File: config.mk
export PLATFORM = sky130hd
export DESIGN_NAME = data_mem_responder
export DESIGN_NICKNAME = d
export VERILOG_FILES = /design/src/rtl/data_mem_responder.sv
export SDC_FILE = /design/constraint.sdc
export NUM_CORES = 1
export LEC_CHECK = 0
export ABC_AREA = 0
export CAP_MARGIN = 20
export CELL_PAD_IN_SITES_DETAIL_PLACEMENT = 1
export CELL_PAD_IN_SITES_GLOBAL_PLACEMENT = 1
export CORE_MARGIN = 1
export CORE_UTILIZATION = 40
export CTS_CLUSTER_DIAMETER = 50
export CTS_CLUSTER_SIZE = 25
export DETAILED_ROUTE_END_ITERATION = 10
export PLACE_DENSITY_LB_ADDON = 0.1
export SKIP_CTS_REPAIR_TIMING = 1
export SYNTH_ARGS = -nofsm -noshare
export SYNTH_HDL_FRONTEND = slang
export SYNTH_SLANG_ARGS = --single-unit
File: constraint.sdc
create_clock -name clk -period 6.3 [get_ports clk]
set_clock_uncertainty 0.15 [all_clocks]
set_input_delay 1.26 -clock clk [delete_from_list [all_inputs] [get_ports clk]]
set_output_delay 1.26 -clock clk [all_outputs]
set_load 0.01 [all_outputs]
File: src/rtl/data_mem_responder.sv
// Memory-side responder for the CPU data-memory load/store handshake, with programmable wait states.
// Optional range checking is enabled by defining DMEM_RANGE_CHECK_EN; otherwise addresses wrap modulo DEPTH.
module data_mem_responder #(
    parameter int DEPTH       = 32,
    parameter int WAIT_CYCLES = 2,
    parameter int DATA_W      = 32
) (
    input  logic              clk,
    input  logic              rst,
    input  logic              req_valid,
    input  logic              req_write,
    input  logic [31:0]       req_addr,
    input  logic [DATA_W-1:0] req_wdata,
    output logic              req_ready,
    output logic              resp_valid,
    output logic [DATA_W-1:0] resp_rdata,
    output logic              resp_err,
    output logic              busy
);

    localparam int         AW        = $clog2(DEPTH);
    localparam logic [3:0] WAIT_INIT = 4'(WAIT_CYCLES);

    typedef enum logic [1:0] {
        IDLE = 2'd0,
        WAIT = 2'd1,
        RESP = 2'd2
    } state_t;

    typedef logic [DATA_W-1:0] mem_t [DEPTH];

    function automatic mem_t mem_init();
        mem_t m;
        for (int i = 0; i < DEPTH; i++) begin
            m[i] = (i < 8) ? DATA_W'(i) : '0;
        end
        return m;
    endfunction

    // Power-up image only; reset deliberately leaves the array untouched.
    mem_t mem_q = mem_init();

    state_t            state_q, state_d;
    logic [3:0]        cnt_q, cnt_d;
    logic              write_q, write_d;
    logic [AW-1:0]     idx_q, idx_d;
    logic [DATA_W-1:0] wdata_q, wdata_d;
    logic              oob_q, oob_d;
    logic [DATA_W-1:0] rdata_q;

    logic              addr_oob;
    logic              commit;
    logic              commit_write;
    logic [AW-1:0]     commit_idx;
    logic [DATA_W-1:0] commit_wdata;
    logic              commit_oob;

`ifdef DMEM_RANGE_CHECK_EN
    assign addr_oob = (req_addr >= 32'(DEPTH));
`else
    logic unused_addr_hi;
    assign addr_oob       = 1'b0;
    assign unused_addr_hi = ^req_addr[31:AW];
`endif

    // commit marks the edge that enters RESP; with zero wait states the
    // request is committed straight from the input port on the accept edge.
    always_comb begin
        state_d      = state_q;
        cnt_d        = cnt_q;
        write_d      = write_q;
        idx_d        = idx_q;
        wdata_d      = wdata_q;
        oob_d        = oob_q;
        commit       = 1'b0;
        commit_write = write_q;
        commit_idx   = idx_q;
        commit_wdata = wdata_q;
        commit_oob   = oob_q;
        case (state_q)
            IDLE: begin
                if (req_valid) begin
                    write_d = req_write;
                    idx_d   = req_addr[AW-1:0];
                    wdata_d = req_wdata;
                    oob_d   = addr_oob;
                    if (WAIT_CYCLES == 0) begin
                        state_d      = RESP;
                        commit       = 1'b1;
                        commit_write = req_write;
                        commit_idx   = req_addr[AW-1:0];
                        commit_wdata = req_wdata;
                        commit_oob   = addr_oob;
                    end else begin
                        state_d = WAIT;
                        cnt_d   = WAIT_INIT;
                    end
                end
            end
            WAIT: begin
                cnt_d = cnt_q - 4'd1;
                if (cnt_q == 4'd1) begin
                    state_d = RESP;
                    commit  = 1'b1;
                end
            end
            RESP: begin
                state_d = IDLE;
            end
            default: begin
                state_d = IDLE;
            end
        endcase
    end

    always_ff @(posedge clk) begin
        if (rst) begin
            state_q <= IDLE;
            cnt_q   <= '0;
            write_q <= 1'b0;
            idx_q   <= '0;
            wdata_q <= '0;
            oob_q   <= 1'b0;
            rdata_q <= '0;
        end else begin
            state_q <= state_d;
            cnt_q   <= cnt_d;
            write_q <= write_d;
            idx_q   <= idx_d;
            wdata_q <= wdata_d;
            oob_q   <= oob_d;
            if (commit) begin
                rdata_q <= (commit_write || commit_oob) ? '0 : mem_q[commit_idx];
            end
        end
    end

    // A reset on the commit edge drops the pending store.
    always_ff @(posedge clk) begin
        if (!rst && commit && commit_write && !commit_oob) begin
            mem_q[commit_idx] <= commit_wdata;
        end
    end

`ifdef DMEM_RANGE_CHECK_EN
    logic err_q;
    always_ff @(posedge clk) begin
        if (rst) begin
            err_q <= 1'b0;
        end else if (commit) begin
            err_q <= commit_oob;
        end
    end
    assign resp_err = err_q;
`else
    assign resp_err = 1'b0;
`endif

    assign req_ready  = (state_q == IDLE);
    assign resp_valid = (state_q == RESP);
    assign busy       = (state_q != IDLE);
    assign resp_rdata = rdata_q;

endmodule
==> flow_summary.json, run 1 <==
{
  "outcome": "completed",
  "syn_inst": 2279,
  "power_density_mw_per_mm2": 323,
  "ys.flop_type": "edfxtp_1",
  "internal_power_mw": 12.3,
  "gp_congestion": 0.782,
  "clock_sinks": 1105,
  "synth.most_common_cell": "edfxtp_1",
  "synth_top_family_by_area": "multiplexers",
  "finalCriticalPeriod_ns": 4.27,
  "tightest_slew_ns": 1.06,
  "ir_drop_mv": 0.227,
  "via_per_inst": 5.71,
  "synth-compound-area-share_pct": 5.04,
  "mappedNetlistArea_mm2": 0.0425,
  "setup.worst_path.start_class": "register",
  "synth_edf_count": 1024,
  "num_rows": 119,
  "finalSetupViolCount": 0,
  "area_growth_pct": 17.1,
  "cts_tree": "done",
  "dp_cells": 3693,
  "synth_top_cell_area_share_pct": 72.3,
  "hp-class": "register to register",
  "fillers": 9730,
  "hold_viol_final": 0,
  "cts_made_buffers": 116,
  "critical_path_class": "register to register",
  "final.period_utilization_pct": 67.8,
  "use_met2_pct": 37.4,
  "cap_violations": 0,
  "clock_latency_ns": 0.72,
  "synthTopCellsByArea": "edfxtp_1 (72%), mux2i_1 (7.0%), mux4_2 (6.8%), dfxtp_1 (3.8%), nand2_1 (1.4%)",
  "antenna_found_initial": 2,
  "root_buffer": "clkbuf_16",
  "vias": 22395,
  "gr-total-overflow": 0,
  "first_iter_violations": 1828,
  "ant_nets": 0,
  "use_met3_pct": 2.84,
  "yosys.area_share.simple_pct": 2.91,
  "comb_power_share_pct": 5.2,
  "die_area_mm2": 0.108,
  "final_core_util_pct": 47.3,
  "rsz0062_at_grt": "no",
  "ys_types": 45,
  "drive_gt1_share_pct": 20.4,
  "drc": 0,
  "clockPowerShare_pct": 44.4,
  "cp-end-kind": "register",
  "clockBufferDepth": 3,
  "tns_ns": 0,
  "grt_pass1_vias": 23569,
  "dpl.hpwl_mm": 71.2,
  "grt_max_degree": 115,
  "coreArea_mm2": 0.105,
  "synth-xor-area-share_pct": 0,
  "first_pass_iters": 5,
  "die_h_um": 328,
  "synth_fa_ha_area_share_pct": 0.0588,
  "async_reset_ff_share_pct": 0,
  "synth_common_cells": "edfxtp_1 (1024), mux2i_1 (298), nand2_1 (154), mux4_2 (128), dfxtp_1 (81)",
  "p_seq_share_pct": 50.4,
  "p_sw_mw": 3.76,
  "relSlewSlack_pct": 29.3,
  "routedWlPerCell_um": 30.6,
  "grt.busiest_layer": "met2",
  "netSwitchingFraction_pct": 23.4,
  "cp_max_fo": 19,
  "ys_seq_elements": 1105,
  "worstPathRequired_ns": 6.52,
  "synthMuxAreaShare_pct": 14.4,
  "portBuffers": 75,
  "grtUsageTotal_pct": 22.4,
  "max_freq_mhz": 234,
  "synth.yosys.warnings": 0,
  "p_leak_nw": 15.0,
  "io_pins": 104,
  "n_antenna_cell": 0,
  "grt_pass1_wl_mm": 172,
  "maxSlewViolCount": 0,
  "syn_avg_cell_area_um2": 18.7,
  "seq_area_frac_synth_pct": 76.1,
  "worstPathArrival_ns": 4.49,
  "htree_levels": 3,
  "synth_top_area_cell": "edfxtp_1",
  "wl_mm": 120,
  "stdcell_count": 3920,
  "nets": 2496,
  "die_w_um": 328,
  "syn_nets": 2349,
  "grt_use_met1_pct": 31.3,
  "cts.clk_slew.worst_paths_ns": 0.06,
  "initial_utilization_pct": 40.4
}
==> final cells by class <==
cell class / instances / area (um2) / share of cell area, %
well taps: 1391 / 1740 / 3.49
inverters: 6 / 22.5 / 0.0452
clock buffers: 125 / 3010 / 6.04
multi-input cells: 1023 / 9840 / 19.8
clock inverters: 96 / 1040 / 2.10
repair buffers: 174 / 1780 / 3.57
flip-flops and latches: 1105 / 32400 / 65.0
==> power by group through the flow <==
| stage | logic, mW | registers [mW] | clock network [mW] |
|---|---|---|---|
| final | 0.831 | 8.12 | 7.15 |
| after global routing | 0.879 | 8.12 | 7.53 |
| after CTS | 0.811 | 8.14 | 7.28 |
| after detailed placement | 0.809 | 8.30 | 0 |
| after global placement | 0.769 | 8.30 | 0 |
| after floorplan | 0.447 | 8.27 | 0 |
==> cell usage in the layout, fill, tap and decap left out, drive strengths merged, types with 3 or more instances in the layout <==
cell,count
a311oi,10
o21ai,32
clkinv,40
o2111ai,22
nand4,10
a221oi,12
nand2,154
edfxtp,1024
nand3,45
nand3b,5
o2111a,9
o221ai,10
or3b,4
a22oi,35
nor2,44
clkdlybuf4s50,74
dfxtp,81
mux4,128
bufinv,10
mux2,23
nor2b,6
a22o,52
inv,43
o211ai,21
a21oi,64
clkinvlp,9
and2,3
a41oi,21
buf,100
clkbuf,125
mux2i,298
==> stage by stage <==
step	power [mW]	instance area [um2]	hold WS [ns]	setup WS, ns
6_report	16.1	49800	0.306	2.03
5_1_grt	16.5	49800	0.331	1.86
4_1_cts	16.2	49700	0.310	2.04
3_5_place_dp	9.10	45600	0.300	1.92
3_3_place_gp	9.07	45500	0.293	1.98
2_1_floorplan	8.71	42500	0.307	2.59
==> state kept, by name, indices dropped and copies added (netlist names), named ones only <==
| signal | count |
|---|---|
| commit_write | 1 |
| commit_idx | 5 |
| cnt_q | 4 |
| state_q | 2 |
| commit_wdata | 32 |
| resp_rdata | 32 |
| mem_q | 1024 |
==> critical path, stage by stage (launching register included) <==
cell and delay, ns:
dfxtp_1 0.40, ha_1 0.17, or3b_2 0.46, or2_4 0.29, nor3b_2 0.33, nand3_1 0.68, nor2_4 1.01, buf_4 0.42
==> metal layers <==
metal / wire [um] / vias to the layer above
met5: 0 / -
met4: 2360 / 0
met3: 5610 / 142
met2: 58800 / 582
met1: 53200 / 12084
li1: - / 9587
==> worst paths after layout <==
kind / from / end / slack [ns] / cells past startpoint
setup / recovery: cnt_q[0]$_SDFFE_PP0P_ / mem_q[19][25]$_DFFE_PP_ / 2.03 / 7
hold reg to reg: commit_wdata[14]$_SDFFE_PP0P_ / commit_wdata[14]$_SDFFE_PP0P_ / 0.31 / 2
setup reg to reg: cnt_q[0]$_SDFFE_PP0P_ / mem_q[19][25]$_DFFE_PP_ / 2.03 / 7
hold / removal: commit_wdata[14]$_SDFFE_PP0P_ / commit_wdata[14]$_SDFFE_PP0P_ / 0.31 / 2
==> cell families (layout without fill, tap and decap cells) <==
logic type	after synthesis	after routing
compound gates	292	292
fa+ha+maj	2	2
buf+inv	151	401
flops	1105	1105
mux	449	449
other cells	1	1
simple gates	279	279
No activity file was read; power rests on OpenSTA's default activity.
==> run 2: changes to the inputs <==
==> constraint.sdc (replaced) <==
create_clock -name clk -period 3.68 [get_ports clk]
set_clock_uncertainty 0.15 [all_clocks]
set_input_delay 0.736 -clock clk [delete_from_list [all_inputs] [get_ports clk]]
set_output_delay 0.736 -clock clk [all_outputs]
set_load 0.01 [all_outputs]
==> run 2 against run 1 <==
Hold slack better by 0.010 ns. Setup slack worse by 1.6 ns. Flip-flop and latch count unchanged.
==> flow_summary.json, run 2 (same netlist as run 1, synthesis figures left out) <==
{
  "outcome": "completed",
  "min_to": "commit_wdata[3]$_SDFFE_PP0P_",
  "final_cell_mix": "edfxtp_1 (1024), mux2i_1 (298), nand2_1 (153), mux4_2 (128), clkbuf_16 (117)",
  "vias": 22504,
  "finalInstanceArea_mm2": 0.0506,
  "dpl.hpwl_mm": 71.0,
  "dpl-instance-area_mm2": 0.0460,
  "route.layer.met1.wl_mm": 52.6,
  "rrSetupSlack_ns": 0.43,
  "layout_commonest_cell": "edfxtp_1",
  "met2_length_mm": 59.0,
  "maxSlewViolCount": 0,
  "grt_max_degree": 85,
  "die_h_um": 328,
  "area_growth_pct": 18.8,
  "finalCriticalPeriod_ns": 3.25,
  "first_pass_iters": 5,
  "dp_cells": 3722,
  "root_buffer": "clkbuf_16",
  "antenna_found_initial": 3,
  "rsz0062_at_grt": "no",
  "portBuffers": 75,
  "io_pins": 104,
  "clock_sinks": 1105,
  "cts.clk_slew.worst_paths_ns": 0.07,
  "largest_reg_flops": 1024,
  "hold_viol_final": 0,
  "cts_tree": "done",
  "die_area_mm2": 0.108,
  "max_stage_delay_ns": 0.45,
  "cp-end-kind": "register",
  "via_per_inst": 5.68,
  "drc": 0,
  "initial_utilization_pct": 40.4,
  "stdcell_count": 3959,
  "tns_ns": 0,
  "grtUsageTotal_pct": 22.5,
  "relSlewSlack_pct": 35.4,
  "total_power_mw": 27.6,
  "gr-total-overflow": 0,
  "critical_path_class": "register to register",
  "finalSetupViolCount": 0,
  "drive_gt1_share_pct": 21.9,
  "crit_top_cell": "buf_4",
  "die_w_um": 328,
  "final_core_util_pct": 48.0,
  "min-delay-start": "commit_wdata[3]$_SDFFE_PP0P_",
  "final.period_utilization_pct": 88.2,
  "hp-class": "register to register",
  "worstPathRequired_ns": 3.87,
  "power_density_mw_per_mm2": 547,
  "gp_congestion": 0.795,
  "coreArea_mm2": 0.105,
  "max_freq_mhz": 308,
  "first_iter_violations": 2018,
  "routedWlPerCell_um": 30.3,
  "crit_family": "simple AND/OR/NAND/NOR gates",
  "hold_path_depth": 2,
  "cp_max_fo": 19,
  "top_layer": "met4",
  "cts_made_buffers": 114,
  "grt_pass1_wl_mm": 171,
  "n_antenna_cell": 0,
  "num_rows": 119,
  "cap_violations": 0,
  "ff2ff_path_depth": 9,
  "regToRegEndpoint": "mem_q[8][4]$_DFFE_PP_",
  "r2r_start": "cnt_q[1]$_SDFFE_PP0P_",
  "cp_cell_sequence": "inv_1 > ha_1 > or3b_2 > or2_4 > nor3b_2 > or3b_1 > buf_4 > nor2_4 > buf_4",
  "grt_pass1_vias": 23788,
  "p_leak_nw": 15.3,
  "nets": 2536,
  "crit_slowest_cell": "or3b_2",
  "clock_latency_ns": 0.72,
  "setup.worst_path.start_class": "register",
  "worstPathArrival_ns": 3.44,
  "htree_levels": 3,
  "routed-wl-met3_mm": 5.08,
  "ant_nets": 0,
  "ir_drop_mv": 0.375,
  "wl_mm": 120,
  "top_register": "mem_q",
  "clockBufferDepth": 3,
  "tightest_slew_ns": 0.968,
  "path_buf_inv": 3
}
-- run 2: power by group --
part,switching [mW],leakage (nW),internal (mW)
Sequential,0.132,9.62,13.8
Combinational,0.894,3.75,0.572
Clock,5.42,1.96,6.86
Total,6.45,15.3,21.2
-- run 2: area by class of cell --
class / instances / area, um2
fill: 9690 / 54800
sequential: 1105 / 32400
multi-input combinational: 1023 / 9840
clock buffer: 123 / 2970
timing repair buffer: 216 / 2510
tap: 1391 / 1740
clock inverter: 95 / 1100
inverter: 6 / 22.5
-- run 2: how the worst max path moves through the flow --
stage | cells after the start | slack, ns | start | endpoint
finish | 9 | 0.43 | cnt_q[1]$_SDFFE_PP0P_ | mem_q[8][4]$_DFFE_PP_
global route | 8 | 0.29 | cnt_q[0]$_SDFFE_PP0P_ | mem_q[8][4]$_DFFE_PP_
CTS | 8 | 0.41 | cnt_q[0]$_SDFFE_PP0P_ | mem_q[8][4]$_DFFE_PP_
detailed placement | 8 | 0.44 | cnt_q[0]$_SDFFE_PP0P_ | mem_q[8][13]$_DFFE_PP_
global placement | 9 | 0.50 | cnt_q[1]$_SDFFE_PP0P_ | mem_q[1][17]$_DFFE_PP_
floorplan | 7 | 0.02 | cnt_q[0]$_SDFFE_PP0P_ | mem_q[29][0]$_DFFE_PP_
-- run 2: layer usage --
metal / GRT usage [%] / vias up
met1: 30.6 / 12131
met3: 2.88 / 158
met5: 0 / -
met2: 37.7 / 553
met4: 6.72 / 0
li1: - / 9662
-- run 2: worst reg2reg max path, delay by kind of cell (launching register included) --
family | cells | cell delay, ns
buffers and inverters | 3 | 0.71
AND/OR/NAND/NOR | 5 | 1.56
adder cells (fa/ha/maj) | 1 | 0.16
flip-flops | 1 | 0.31
-- run 2: stage by stage --
stage	hold WS [ns]	worst slack, ns
finish	0.316	0.433
floorplan	0.307	0.0249
global placement	0.305	0.497
detailed placement	0.307	0.436
global route	0.341	0.293
CTS	0.315	0.407
==> run 3: changes to the inputs <==
--- a/config.mk
+++ b/config.mk
@@ -6,6 +6,7 @@
 export NUM_CORES = 1
 export LEC_CHECK = 0
 export ABC_AREA = 0
+export ABC_CLOCK_PERIOD_IN_PS = 3680
 export CAP_MARGIN = 20
 export CELL_PAD_IN_SITES_DETAIL_PLACEMENT = 1
 export CELL_PAD_IN_SITES_GLOBAL_PLACEMENT = 1
@@ -14,7 +15,9 @@
 export CTS_CLUSTER_DIAMETER = 50
 export CTS_CLUSTER_SIZE = 25
 export DETAILED_ROUTE_END_ITERATION = 10
+export HOLD_SLACK_MARGIN = 0.1
 export PLACE_DENSITY_LB_ADDON = 0.1
+export RECOVER_POWER = 25
 export SKIP_CTS_REPAIR_TIMING = 1
 export SYNTH_ARGS = -nofsm -noshare
 export SYNTH_HDL_FRONTEND = slang
==> run 3 against run 2 <==
The run now ends with capacitance limit, slew limit left. Setup slack improved by 0.0035 ns. Sequential power is essentially flat. Via count about the same. Final cell count unchanged. Sequential share of layout area grew 0.47 points. Cell area is 0.73% lower. Clock power about the same. Critical path type unchanged. Largest cell class unchanged.
==> flow_summary.json, run 3 (same netlist as run 1, synthesis figures left out) <==
{
  "final.period_utilization_pct": 88.1,
  "drive_gt1_share_pct": 21.1,
  "clock_sinks": 1105,
  "finalCriticalPeriod_ns": 3.24,
  "top_register": "mem_q",
  "finalInstanceArea_mm2": 0.0502,
  "worstPathArrival_ns": 3.42,
  "hold_viol_final": 0,
  "gp_congestion": 0.795,
  "antenna_found_initial": 3,
  "ant_nets": 0,
  "cts.clk_slew.worst_paths_ns": 0.06,
  "cp_max_fo": 21,
  "dpl-instance-area_mm2": 0.0460,
  "grt_pass1_wl_mm": 171,
  "via_per_inst": 5.69,
  "max_freq_mhz": 308,
  "power_density_mw_per_mm2": 550,
  "hp-class": "register to register",
  "outcome": "finished with violations",
  "first_pass_iters": 5,
  "first_iter_violations": 1974,
  "finalSetupViolCount": 0,
  "n_antenna_cell": 0,
  "relSlewSlack_pct": -24.5,
  "stdcell_count": 3959,
  "total_power_mw": 27.6,
  "clockBufferDepth": 3,
  "tightest_slew_ns": 1.87,
  "critical_path_class": "register to register",
  "ir_drop_mv": 0.374,
  "multi_input_area_mm2": 0.00984,
  "htree_levels": 3,
  "cts_tree": "done",
  "area_growth_pct": 18.0,
  "gr-total-overflow": 0,
  "io_pins": 104,
  "wl_mm": 120,
  "nets": 2536,
  "grt_pass1_vias": 23788,
  "root_buffer": "clkbuf_16",
  "fillers": 9732,
  "maxSlewViolCount": 166,
  "dpl.hpwl_mm": 71.0,
  "coreArea_mm2": 0.105,
  "tns_ns": 0,
  "largest_reg_flops": 1024,
  "hold_path_depth": 2,
  "vias": 22511,
  "layout_commonest_cell": "edfxtp_1",
  "final_core_util_pct": 47.6,
  "dp_cells": 3722,
  "portBuffers": 75,
  "grtUsageTotal_pct": 22.5,
  "rsz0062_at_grt": "no",
  "die_area_mm2": 0.108,
  "routedWlPerCell_um": 30.3,
  "violations": "capacitance limit, slew limit",
  "ff2ff_path_depth": 9,
  "clock_latency_ns": 0.72,
  "drc": 0,
  "p_leak_nw": 15.2,
  "initial_utilization_pct": 40.4,
  "register_area_mm2": 0.0324,
  "final_cell_mix": "edfxtp_1 (1024), mux2i_1 (298), nand2_1 (153), mux4_2 (128), clkbuf_16 (117)",
  "die_w_um": 328,
  "cap_violations": 5,
  "cp-end-kind": "register",
  "num_rows": 119,
  "setup.worst_path.start_class": "register",
  "cts_made_buffers": 114,
  "worstPathRequired_ns": 3.86,
  "grt_max_degree": 85,
  "die_h_um": 328
}
run 3: worst paths after layout:
path / startpoint / endpoint / slack (ns)
setup / recovery: cnt_q[1]$_SDFFE_PP0P_ / mem_q[1][20]$_DFFE_PP_ / 0.44
setup reg to reg: cnt_q[1]$_SDFFE_PP0P_ / mem_q[1][20]$_DFFE_PP_ / 0.44
hold reg to reg: commit_wdata[19]$_SDFFE_PP0P_ / commit_wdata[19]$_SDFFE_PP0P_ / 0.31
hold / removal: commit_wdata[19]$_SDFFE_PP0P_ / commit_wdata[19]$_SDFFE_PP0P_ / 0.31
run 3: layout make-up:
class	count	area share, %
well taps	1391	3.47
repair buffers	216	4.26
clock buffers	123	5.92
multi-input cells	1023	19.6
clock inverters	95	2.18
inverters	6	0.0449
flip-flops and latches	1105	64.5
run 3: worst max-delay path: stages (launching register included):
cell and delay (ns):
dfxtp_1 0.31, inv_1 0.10, ha_1 0.16, or3b_2 0.45, or2_4 0.30, nor3b_2 0.27, nand3b_1 0.28, buf_4 0.29
nor2_4 0.12, buf_4 0.42
run 3: layer usage:
layer | share of wire (%) | vias up | global-route usage [%]
met5 | 0 | - | 0
met4 | 2.6 | 0 | 6.72
met3 | 4.5 | 157 | 2.88
met2 | 49 | 575 | 37.7
met1 | 44 | 12122 | 30.6
li1 | - | 9657 | -
run 3: report_power, final:
part / internal (mW) / switching, mW / leakage (nW)
Combinational: 0.523 / 0.896 / 3.57
Sequential: 13.8 / 0.123 / 9.62
Clock: 6.86 / 5.42 / 1.96
run 3: through the flow:
stage                     hold WS (ns)  setup slack (ns)
final                            0.311             0.436
after global routing             0.323             0.293
after CTS                        0.315             0.407
after detailed placement         0.307             0.436
after global placement           0.305             0.497
after floorplan                  0.307            0.0249
